## config.mk

```make
export PLATFORM = sky130hd
export DESIGN_NAME = studio2_mem_arbiter
export DESIGN_NICKNAME = d
export VERILOG_FILES = /design/src/rtl/studio2_mem_arbiter.sv
export SDC_FILE = /design/constraint.sdc
export NUM_CORES = 1
export LEC_CHECK = 0
export ABC_AREA = 0
export ABC_CLOCK_PERIOD_IN_PS = 2300
export CAP_MARGIN = 25
export CORE_MARGIN = 2
export CORE_UTILIZATION = 43
export CTS_CLUSTER_SIZE = 12
export DETAILED_ROUTE_END_ITERATION = 8
export GPL_TIMING_DRIVEN = 0
export PLACE_DENSITY = 0.8
export SLEW_MARGIN = 25
export SYNTH_ARGS = -nofsm -noshare
export SYNTH_HDL_FRONTEND = slang
export SYNTH_SLANG_ARGS = --single-unit
```

## constraint.sdc

```tcl
create_clock -name clk_sys -period 2.3 [get_ports clk_sys]
set_clock_uncertainty 0.1 [all_clocks]
set_input_delay 0.23 -clock clk_sys [delete_from_list [all_inputs] [get_ports clk_sys]]
set_output_delay 0.23 -clock clk_sys [all_outputs]
set_load 0.01 [all_outputs]
```

## src/rtl/studio2_mem_arbiter.sv

```systemverilog
`default_nettype none
// ============================================================================
// Module   : studio2_mem_arbiter
// Brief    : Shares the Studio II system-RAM port between loader, CPU and DMA.
// Revision : 1.0 - initial release
// ============================================================================
module studio2_mem_arbiter #(
    parameter int          DMA_BURST   = 8,
    parameter int          HOLD_CYCLES = 1024,
    parameter logic [11:0] CART_BASE   = 12'h400
) (
    input  logic        clk_sys,
    input  logic        reset_n,
    input  logic        dl_active,
    input  logic        dl_wr,
    input  logic [7:0]  dl_index,
    input  logic [11:0] dl_addr,
    input  logic [7:0]  dl_data,
    input  logic        cpu_req,
    input  logic        cpu_we,
    input  logic [15:0] cpu_addr,
    input  logic [7:0]  cpu_wdata,
    output logic [7:0]  cpu_rdata,
    output logic        cpu_ack,
    output logic        cpu_hold,
    input  logic        dma_req,
    input  logic [11:0] dma_addr,
    output logic [7:0]  dma_rdata,
    output logic        dma_ack,
    output logic [11:0] mem_addr,
    output logic        mem_we,
    output logic [7:0]  mem_wdata,
    input  logic [7:0]  mem_rdata
);

    localparam int HOLD_W  = $clog2(HOLD_CYCLES + 1);
    localparam int BURST_W = $clog2(DMA_BURST + 1);
    localparam logic [HOLD_W-1:0]  c_hold_load = HOLD_W'(HOLD_CYCLES);
    localparam logic [BURST_W-1:0] c_burst_max = BURST_W'(DMA_BURST);

    typedef enum logic [1:0] {
        ST_IDLE   = 2'd0,
        ST_ACCESS = 2'd1,
        ST_RESP   = 2'd2,
        ST_LOAD   = 2'd3
    } state_t;

    state_t               r_state;
    state_t               w_state_nxt;
    logic [HOLD_W-1:0]    r_hold_cnt;
    logic                 r_dl_active_d;
    logic [BURST_W-1:0]   r_burst_cnt;
    logic                 r_gnt_cpu;
    logic                 r_ram_ok;
    logic [11:0]          r_mem_addr;
    logic                 r_mem_we;
    logic [7:0]           r_mem_wdata;
    logic [7:0]           r_cpu_rdata;
    logic [7:0]           r_dma_rdata;

    logic                 w_cpu_mapped;
    logic                 w_cpu_writable;
    logic [11:0]          w_cpu_ram_addr;
    logic [12:0]          w_ld_sum;
    logic                 w_arb_ok;
    logic                 w_cpu_elig;
    logic                 w_dma_elig;
    logic                 w_burst_full;
    logic                 w_grant_cpu;
    logic                 w_grant_dma;
    logic                 w_resp_live;
    logic [7:0]           w_cpu_rd;

    // Writable window is 800-9FF plus its C00-DFF mirror; the mirror clears A10.
    assign w_cpu_mapped   = (cpu_addr[15:12] == 4'h0);
    assign w_cpu_writable = cpu_addr[11] & ~cpu_addr[9];
    assign w_cpu_ram_addr = {cpu_addr[11], cpu_addr[10] & ~w_cpu_writable, cpu_addr[9:0]};

    assign w_ld_sum = {1'b0, dl_addr} + {1'b0, ((dl_index != 8'd0) ? CART_BASE : 12'h000)};

    // A pending DMA request blocks the CPU until the burst allowance runs out,
    // even in the RESP cycle where the DMA itself is not re-granted.
    assign w_arb_ok     = ((r_state == ST_IDLE) || (r_state == ST_RESP)) && !dl_active;
    assign w_cpu_elig   = cpu_req && !((r_state == ST_RESP) && r_gnt_cpu);
    assign w_dma_elig   = dma_req && !((r_state == ST_RESP) && !r_gnt_cpu);
    assign w_burst_full = (r_burst_cnt >= c_burst_max);
    assign w_grant_cpu  = w_arb_ok && w_cpu_elig && (!dma_req || w_burst_full);
    assign w_grant_dma  = w_arb_ok && w_dma_elig && !w_grant_cpu;

    assign w_resp_live = (r_state == ST_RESP) && !dl_active;
    assign cpu_ack     = w_resp_live && r_gnt_cpu;
    assign dma_ack     = w_resp_live && !r_gnt_cpu;
    assign w_cpu_rd    = r_ram_ok ? mem_rdata : 8'hFF;
    assign cpu_rdata   = cpu_ack ? w_cpu_rd : r_cpu_rdata;
    assign dma_rdata   = dma_ack ? mem_rdata : r_dma_rdata;

    assign cpu_hold = (r_hold_cnt != '0) | dl_active | r_dl_active_d;

    always_ff @(posedge clk_sys or negedge reset_n) begin
        if (!reset_n) begin
            r_state <= ST_IDLE;
        end else begin
            r_state <= w_state_nxt;
        end
    end

    always_comb begin
        w_state_nxt = r_state;
        mem_addr    = r_mem_addr;
        mem_we      = r_mem_we;
        mem_wdata   = r_mem_wdata;
        case (r_state)
            ST_IDLE, ST_RESP: begin
                if (dl_active) begin
                    w_state_nxt = ST_LOAD;
                end else if (w_grant_cpu || w_grant_dma) begin
                    w_state_nxt = ST_ACCESS;
                end else begin
                    w_state_nxt = ST_IDLE;
                end
            end
            ST_ACCESS: w_state_nxt = dl_active ? ST_LOAD : ST_RESP;
            ST_LOAD: begin
                mem_addr  = w_ld_sum[11:0];
                mem_we    = dl_wr & ~w_ld_sum[12];
                mem_wdata = dl_data;
                if (!dl_active) begin
                    w_state_nxt = ST_IDLE;
                end
            end
            default: w_state_nxt = ST_IDLE;
        endcase
    end

    always_ff @(posedge clk_sys or negedge reset_n) begin
        if (!reset_n) begin
            r_hold_cnt    <= c_hold_load;
            r_dl_active_d <= 1'b0;
            r_burst_cnt   <= '0;
            r_gnt_cpu     <= 1'b0;
            r_ram_ok      <= 1'b0;
            r_mem_addr    <= 12'h000;
            r_mem_we      <= 1'b0;
            r_mem_wdata   <= 8'h00;
            r_cpu_rdata   <= 8'hFF;
            r_dma_rdata   <= 8'h00;
        end else begin
            r_dl_active_d <= dl_active;
            if (r_dl_active_d && !dl_active) begin
                r_hold_cnt <= c_hold_load;
            end else if (r_hold_cnt != '0) begin
                r_hold_cnt <= r_hold_cnt - HOLD_W'(1);
            end

            r_mem_we <= 1'b0;
            if (w_grant_dma) begin
                r_gnt_cpu  <= 1'b0;
                r_ram_ok   <= 1'b1;
                r_mem_addr <= dma_addr;
            end else if (w_grant_cpu) begin
                r_gnt_cpu <= 1'b1;
                r_ram_ok  <= w_cpu_mapped;
                if (w_cpu_mapped) begin
                    r_mem_addr  <= w_cpu_ram_addr;
                    r_mem_we    <= cpu_we & w_cpu_writable;
                    r_mem_wdata <= cpu_wdata;
                end
            end

            if (!dma_req || w_grant_cpu) begin
                r_burst_cnt <= '0;
            end else if (w_grant_dma && cpu_req && !w_burst_full) begin
                r_burst_cnt <= r_burst_cnt + BURST_W'(1);
            end

            if (cpu_ack) begin
                r_cpu_rdata <= w_cpu_rd;
            end
            if (dma_ack) begin
                r_dma_rdata <= mem_rdata;
            end
        end
    end

endmodule
`default_nettype wire

```

# Yosys cells after proc, flatten, opt, wreduce, memory -nomap -nowiden
# Cells that the tools add are included.
# word_totals
latch_bits	0
memories	0
ram_bits	0
input_bits	79
out_inout_bits	40
wordCells	92
romBits	0
ff_bits	57
# classes
n_shift	0
eq_ne	4
reduce_logical	37
n_div	0
n_lt_le_gt_ge	1
multipliers	0
n_bitwise	10
add_sub_neg	3
n_mux	26
# op_table
operator	count
2-to-1 mux 12 bit	4
2-to-1 mux 11 bit	3
2-to-1 mux 8 bit	4
logical AND 1 bit	15
adder 12 x 11 -> 13 bit	1
nonzero test 11 bit	1
subtractor 11 x 1 -> 11 bit, second input constant	1
2-to-1 mux 1 bit	10
2-to-1 mux 4 bit	2
nonzero test 2 bit	4
nonzero test 8 bit	1
logical NOT 1 bit	7
one-hot mux 2 bit (3 select lines)	1
adder 4 x 1 -> 4 bit, second input constant	1
AND 1 bit	4
equality test 2 bit, second input constant	2
greater-or-equal comparator 4 bit, second input constant	1
logical NOT 4 bit	1
logical OR 1 bit	4
2-to-1 mux 2 bit	2
NOT 1 bit	4
AND reduction 3 bit	1
equality test 2 x 1 -> 1 bit, second input constant	1
logical NOT 2 bit	1
4 further kinds	5

# Depth between registers and ports, before layout
# Gate-level depths: netlist (run 1).
# logic_depth
depth_word	12
ltp_mapped	7
depth_no_buf	6

# Worst setup path after synthesis (run 1)
# Ideal clock, no wire load.
# synth_path
path_type	reg2out
startpoint	register r_hold_cnt[0]
endpoint	output cpu_hold
setup_slack_ns	0.396
path_buffers	0
path_stages_with_launch	6
arrival_time_ns	1.574
required_ns	1.970
cell_sequence	dfrtp_1 > inv_1 > ha_1 > nor4b_1 > nand3_2 > or3_1
# synth_between
elab_chain_cells	3
# synth_lines
item	line_no	rtl
from (decl)	50	logic [HOLD_W-1:0] r_hold_cnt;
from (signal assigned)	137	r_hold_cnt <= c_hold_load;
from (signal assigned)	150	r_hold_cnt <= c_hold_load;
from (signal assigned)	152	r_hold_cnt <= r_hold_cnt - HOLD_W'(1);
nonzero test 11 bit	97	assign cpu_hold = (r_hold_cnt != '0) | dl_active | r_dl_active_d;
bitwise OR 1 bit (2 in series)	97	
to (decl)	25	output logic cpu_hold,
# Every way passes these cells.

# Final worst setup path (run 1)
# layout_path
startpoint	register r_state[0]
endpoint	output mem_wdata[3]
# layout_between
elab_chain_cells	2
# layout_lines
item	line_no	rtl
from (decl)	48	state_t r_state;
from (signal assigned)	103	r_state <= w_state_nxt;
equality test 2 bit	112	case (r_state)
2-to-1 mux 8 bit	112	
to (decl)	32	output logic [7:0] mem_wdata,
# Every way passes these cells.

==> metrics, run 1 <==
Layout area overhead 59.1%; synthesized instance count 298; delay of the slowest critical-path stage 0.48 ns; initial antenna violation count 0; Met1 Routed Length 3090 um; wire length per cell 15.5 um; final instance area 0.00460 mm2; vias in the first global route 2838; met2 WL 4210 um; top_reg_cell synth dfrtp_1; Initial Util 0.450; CP Capture Type primary output; Rows 29; Die ar. 0.00739 mm2; vias per inst 5.23; CTS root buf clkbuf_8; HPWL Detailed 5580 um; top cells by count, synth nand2_1 (55), dfrtp_1 (48), nor2_1 (32), mux2_2 (28), inv_1 (19); core area 0.00642 mm2; Met3 Wirelength 621 um; post-synth top area share 0.416; PwrDens 877 mW/mm2; Post-Route WL 8040 um; top layer in use met4; residual DRC count 0; top-count cell post-synth nand2_1; fmax 445 MHz; Post-synth EDFFs 0; crit start category flip-flop; max cap viols 0; layout cells sized above 1 0.237; total track usage 0.225; FFs w/ async S/R, synth 1.00; IR drop worst, VDD 0.000665 V; Post-layout nets 522; critical path required time 1.97 ns; Mean Syn Cell Area 9.69 um2; clk slew on worst S/H paths 0.06 ns; clock power share 0.206; CTS tree done; crit path to mem_wdata[3]; Setup Viol. Count Final 0; crit path DAT 1.92 ns; worst reg-to-reg setup slack 0.34 ns; Final Hold Viols 0; setup tns final 0 ns; crit share post-route 0.977; Hold Path Class input port to async pin; clk_lat worst skew 0.33 ns; DR vias 2722; IO Port Bufs 118; Die W 86.0 um; Power Total 4030 uW; final hold slack 0.268 ns; largest net degree at the start of global routing 31; Leak 0.00208 uW; syn nets 382; sequence of cells on the critical path nand2_4 > buf_8 > mux2_2 > clkdlybuf4s50_1; CTS max path bufs 2; number of H-tree levels 3; Switch Pwr 1320 uW; # clock sinks 57; Seq cells post-synth 57; Synth area leaders dfrtp_1 (42%), mux2_2 (11%), dfstp_2 (8.2%), nand2_1 (7.1%), nor2_1 (4.2%); CP startpoint r_state[0]; r2r startpoint r_hold_cnt[0]; Net Sw Frac 0.327; area leader, netlist dfrtp_1; boundary pin count 119; CTS Buf Count 9; Ys Warns 0; fill count 472; Pint 2710 uW; Detailed Route Iter0 Violations 103; placed inst area 0.00418 mm2; kind of critical path flip-flop to primary output; number of routed nets with antenna violations 0; grt ovf 0; worst r2r path cells 5; RePlAce Congestion 0.872; Seq/Total Area, Yosys 0.498; Final Max Slew Viols 0; Crit-path slowest cell dfrtp_2; distinct cell type count of the synthesized netlist 42; status complete, no violations; Comb pwr share 0.404; Reg-to-Reg End r_hold_cnt[5]; post-synthesis instance area 0.00289 mm2; chip height 86.0 um; CP Max Fanout 10; slew margin rel. 0.619; first-pass GRT wire length 13000 um; drt pass-1 iters 4; antenna fix cells 0; minimum clock period 2.25 ns; power share of the sequential group 0.391; Worst Tran Pin Value 0.571 ns
-- flip-flops by register name, summed over array words and instances (netlist names) --
name / flops
r_gnt_cpu: 1
r_ram_ok: 1
r_state: 2
r_mem_addr: 12
r_dma_rdata: 8
r_hold_cnt: 11
r_mem_wdata: 8
r_burst_cnt: 4
r_dl_active_d: 1
r_mem_we: 1
r_cpu_rdata: 8
-- stage by stage --
| step | setup WS (ns) | utilization | instances |
|---|---|---|---|
| finish | 0.0533 | 0.716 | 520 |
| global route | -0.00664 | 0.716 | 520 |
| CTS | -0.0270 | 0.702 | 515 |
| detailed placement | -0.476 | 0.651 | 494 |
| global placement | -0.906 | 0.649 | 493 |
| floorplan | 0.396 | - | 298 |
-- layer usage --
metal  track usage  vias up
met1         0.267     1315
met3        0.0635       10
met2         0.387       91
met4        0.0851        0
met5             0        -
li1              -     1306
-- how the worst min path moves through the flow --
stage	slack, ns	end	start
after global placement	0.35	r_mem_wdata[7]	r_mem_wdata[7]
after floorplan	-0.17	r_burst_cnt[0]	reset_n
after detailed placement	0.08	r_dma_rdata[7]	reset_n
final	0.27	r_dma_rdata[7]	reset_n
after CTS	0.25	r_dma_rdata[7]	reset_n
after global routing	0.29	r_dma_rdata[7]	reset_n
-- power groups by stage --
stage | clock [uW] | sequential [uW] | combinational (uW)
floorplan | 0 | 1510 | 832
global placement | 0 | 1540 | 1480
detailed placement | 0 | 1560 | 1530
CTS | 852 | 1570 | 1590
global route | 905 | 1610 | 1780
finish | 829 | 1580 | 1630
-- placed cells by master, fill, tap and decap left out, types with 4 or more instances in the layout --
cell,count
dlymetal6s2s_1,7
dlygate4sd2_1,10
o21ai_0,4
clkbuf_8,11
ha_1,4
buf_4,9
nor3_1,4
clkdlybuf4s15_2,7
nand2_1,54
mux2_2,28
a31oi_1,12
clkdlybuf4s50_1,89
nand2b_1,6
nor2_1,31
inv_1,17
dfstp_2,9
a31oi_2,6
a21oi_1,8
clkbuf_1,7
nand3_1,7
dfrtp_1,46
buf_2,6
-- area by class of cell --
cell class | instances | area [um2] | share of cell area
buffer | 13 | 103 | 0.0223
clock buffer | 16 | 170 | 0.0370
multi-input combinational | 209 | 1420 | 0.308
inverter | 19 | 71.3 | 0.0155
sequential | 57 | 1440 | 0.313
timing repair buffer | 129 | 1300 | 0.283
tap | 77 | 96.3 | 0.0210
-- timing repair --
item	CTS	global route
cloned	0	1
pin swaps	2	1
hold buffers	1	0
endpoints found under the setup margin	39	23
hold endpoints to repair	25	0
buffers inserted	4	4
resized for setup	67	18
-- logic make-up after synthesis --
group,Yosys count,share of synthesized area
AND/OR/NAND/NOR,129,0.213
flip-flops,57,0.498
AO/OA/AOI/OAI,43,0.0979
buffers and inverters,32,0.0477
multiplexers,29,0.113
adder cells (fa/ha/maj),5,0.0217
XOR/XNOR,3,0.00910
-- critical path: cells and delay by family (launching register included) --
kind,cells,cell delay (ns)
buffers and inverters,2,0.63
multiplexers,1,0.34
flip-flops,1,0.48
AND/OR/NAND/NOR,1,0.14
Power figures use the tool's default switching activity.
==> inputs of run 2 (changes only) <==
Settings changed: CAP_MARGIN 25 to 20, MAX_ROUTING_LAYER from default to met4.
==> run 2 against run 1 <==
  * Die area is the same
  * Utilization unchanged
  * Highest routed layer unchanged
  * Worst setup slack worse by 0.00092 ns
==> metrics, run 2 (synthesized netlist as in run 1, its figures left out) <==
max cap viols 0 (unchanged); number of H-tree levels 3 (unchanged); max reg flops 12 (unchanged); fin util 0.716 (unchanged); most common cell after layout, fill and taps aside clkdlybuf4s50_1 (unchanged); antenna fix cells 0 (unchanged); Final Hold Viols 0 (unchanged); Final Max Slew Viols 0 (unchanged); IO Port Bufs 118 (unchanged); r2r startpoint r_hold_cnt[0] (unchanged); drt pass-1 iters 4 (unchanged); fmax 445 MHz (about the same); minimum clock period 2.25 ns (about the same); most frequent cells in the layout clkdlybuf4s50_1 (89), nand2_1 (54), dfrtp_1 (46) (unchanged); CTS max path bufs 2 (unchanged); first-pass GRT wire length 13000 um (about the same); Layout area overhead 59.1% (unchanged); Leak 0.00208 uW (unchanged); Rows 29 (unchanged); Die W 86.0 um (unchanged); number of routed nets with antenna violations 0 (unchanged); clk_lat worst skew 0.33 ns (about the same); CTS tree done (unchanged); slew margin rel. 0.610 (was 0.619); DR vias 2729 (was 2722); CP Capture Type primary output (unchanged); initial antenna violation count 0 (unchanged); HPWL Detailed 5580 um (unchanged); core area 0.00642 mm2 (unchanged); Top reg by flops r_mem_addr (unchanged); critical path required time 1.97 ns (about the same); Initial Util 0.450 (unchanged); CP startpoint r_state[0] (unchanged); Power Total 4040 uW (was 4030 uW); crit share post-route 0.977 (about the same); largest registers r_mem_addr x12, r_hold_cnt x11 (unchanged); boundary pin count 119 (unchanged); Die ar. 0.00739 mm2 (unchanged); layout cells sized above 1 0.237 (unchanged); CTS Buf Count 9 (unchanged); clk slew on worst S/H paths 0.06 ns (about the same); Hold Path Class input port to async pin (unchanged); # clock sinks 57 (unchanged); total track usage 0.232 (was 0.225); Setup Viol. Count Final 0 (unchanged); kind of critical path flip-flop to primary output (unchanged); grt ovf 0 (unchanged); residual DRC count 0 (unchanged); Post-Route WL 8070 um (was 8040 um); Worst Tran Pin Value 0.584 ns (was 0.571 ns); vias per inst 5.25 (was 5.23); IR drop worst, VDD 0.000657 V (was 0.000665 V); RePlAce Congestion 0.886 (was 0.872); largest net degree at the start of global routing 31 (unchanged); PwrDens 878 mW/mm2 (was 877 mW/mm2); crit start category flip-flop (unchanged); Detailed Route Iter0 Violations 109 (was 103); CP Max Fanout 10 (unchanged); wire length per cell 15.5 um (about the same); Post-layout nets 522 (unchanged); chip height 86.0 um (unchanged); vias in the first global route 2832 (was 2838); crit path DAT 1.92 ns (about the same); CTS root buf clkbuf_8 (unchanged); status complete, no violations (unchanged)
-- run 2: cell counts in the layout (fill, tap and decap cells not counted) --
Identical to the previous run, type by type.
-- run 2: what timing repair did --
item | in CTS | in global routing
endpoints found under the hold margin | 25 | 0
hold buffers | 1 | 0
gates resized for setup | 67 | 18
setup endpoints to repair | 39 | 22
setup buffers | 4 | 4
pin swaps | 2 | 1
gates cloned | 0 | 1
-- run 2: worst paths after layout --
check,cells past startpoint,slack [ns],end
max,4,0.05,mem_wdata[3]
min,2,0.27,r_dma_rdata[7]
max reg2reg,5,0.34,r_hold_cnt[5]
min reg2reg,2,0.37,r_mem_wdata[1]
max in group asynchronous,3,1.28,r_cpu_rdata[4]
min in group clk_sys,1,0.31,r_dl_active_d
-- run 2: per-layer routing --
metal	track usage	share of wire	wire length, um	vias to the layer above
met1	0.268	0.39	3150	1312
met4	0.0981	0.022	177	0
met3	0.0500	0.069	553	16
met5	-	0	0	-
li1	-	-	-	1304
met2	0.388	0.52	4180	97
-- run 2: power breakdown --
| part | internal, uW | switching [uW] | leakage, uW |
|---|---|---|---|
| sequential | 1360 | 213 | 0.000689 |
| clock | 453 | 378 | 0.0000850 |
| combinational | 898 | 732 | 0.00130 |
| total | 2710 | 1320 | 0.00208 |
-- run 2: layout make-up --
cell class / count / area (um2)
Inverter: 19 / 71.3
Clock buffer: 16 / 170
Timing Repair Buffer: 129 / 1300
Fill cell: 472 / 1830
Tap cell: 77 / 96.3
Sequential cell: 57 / 1440
Multi-Input combinational cell: 209 / 1420
Buffer: 13 / 103
-- run 2: critical path: stages (launching register included) --
cell,delay (ns)
dfrtp_2,0.48
nand2_4,0.14
buf_8,0.15
mux2_2,0.34
clkdlybuf4s50_1,0.48
-- run 2: through the flow --
stage | TNS [ns] | area, um2 | hold slack (ns) | cells | setup slack, ns
6_report | 0 | 4600 | 0.266 | 520 | 0.0524
5_1_grt | -0.00707 | 4600 | 0.296 | 520 | -0.00664
4_1_cts | -0.0270 | 4510 | 0.247 | 515 | -0.0270
3_5_place_dp | -6.30 | 4180 | 0.0812 | 494 | -0.476
3_3_place_gp | -51.17 | 4170 | 0.355 | 493 | -0.906
2_1_floorplan | 0 | 2890 | -0.166 | 298 | 0.396
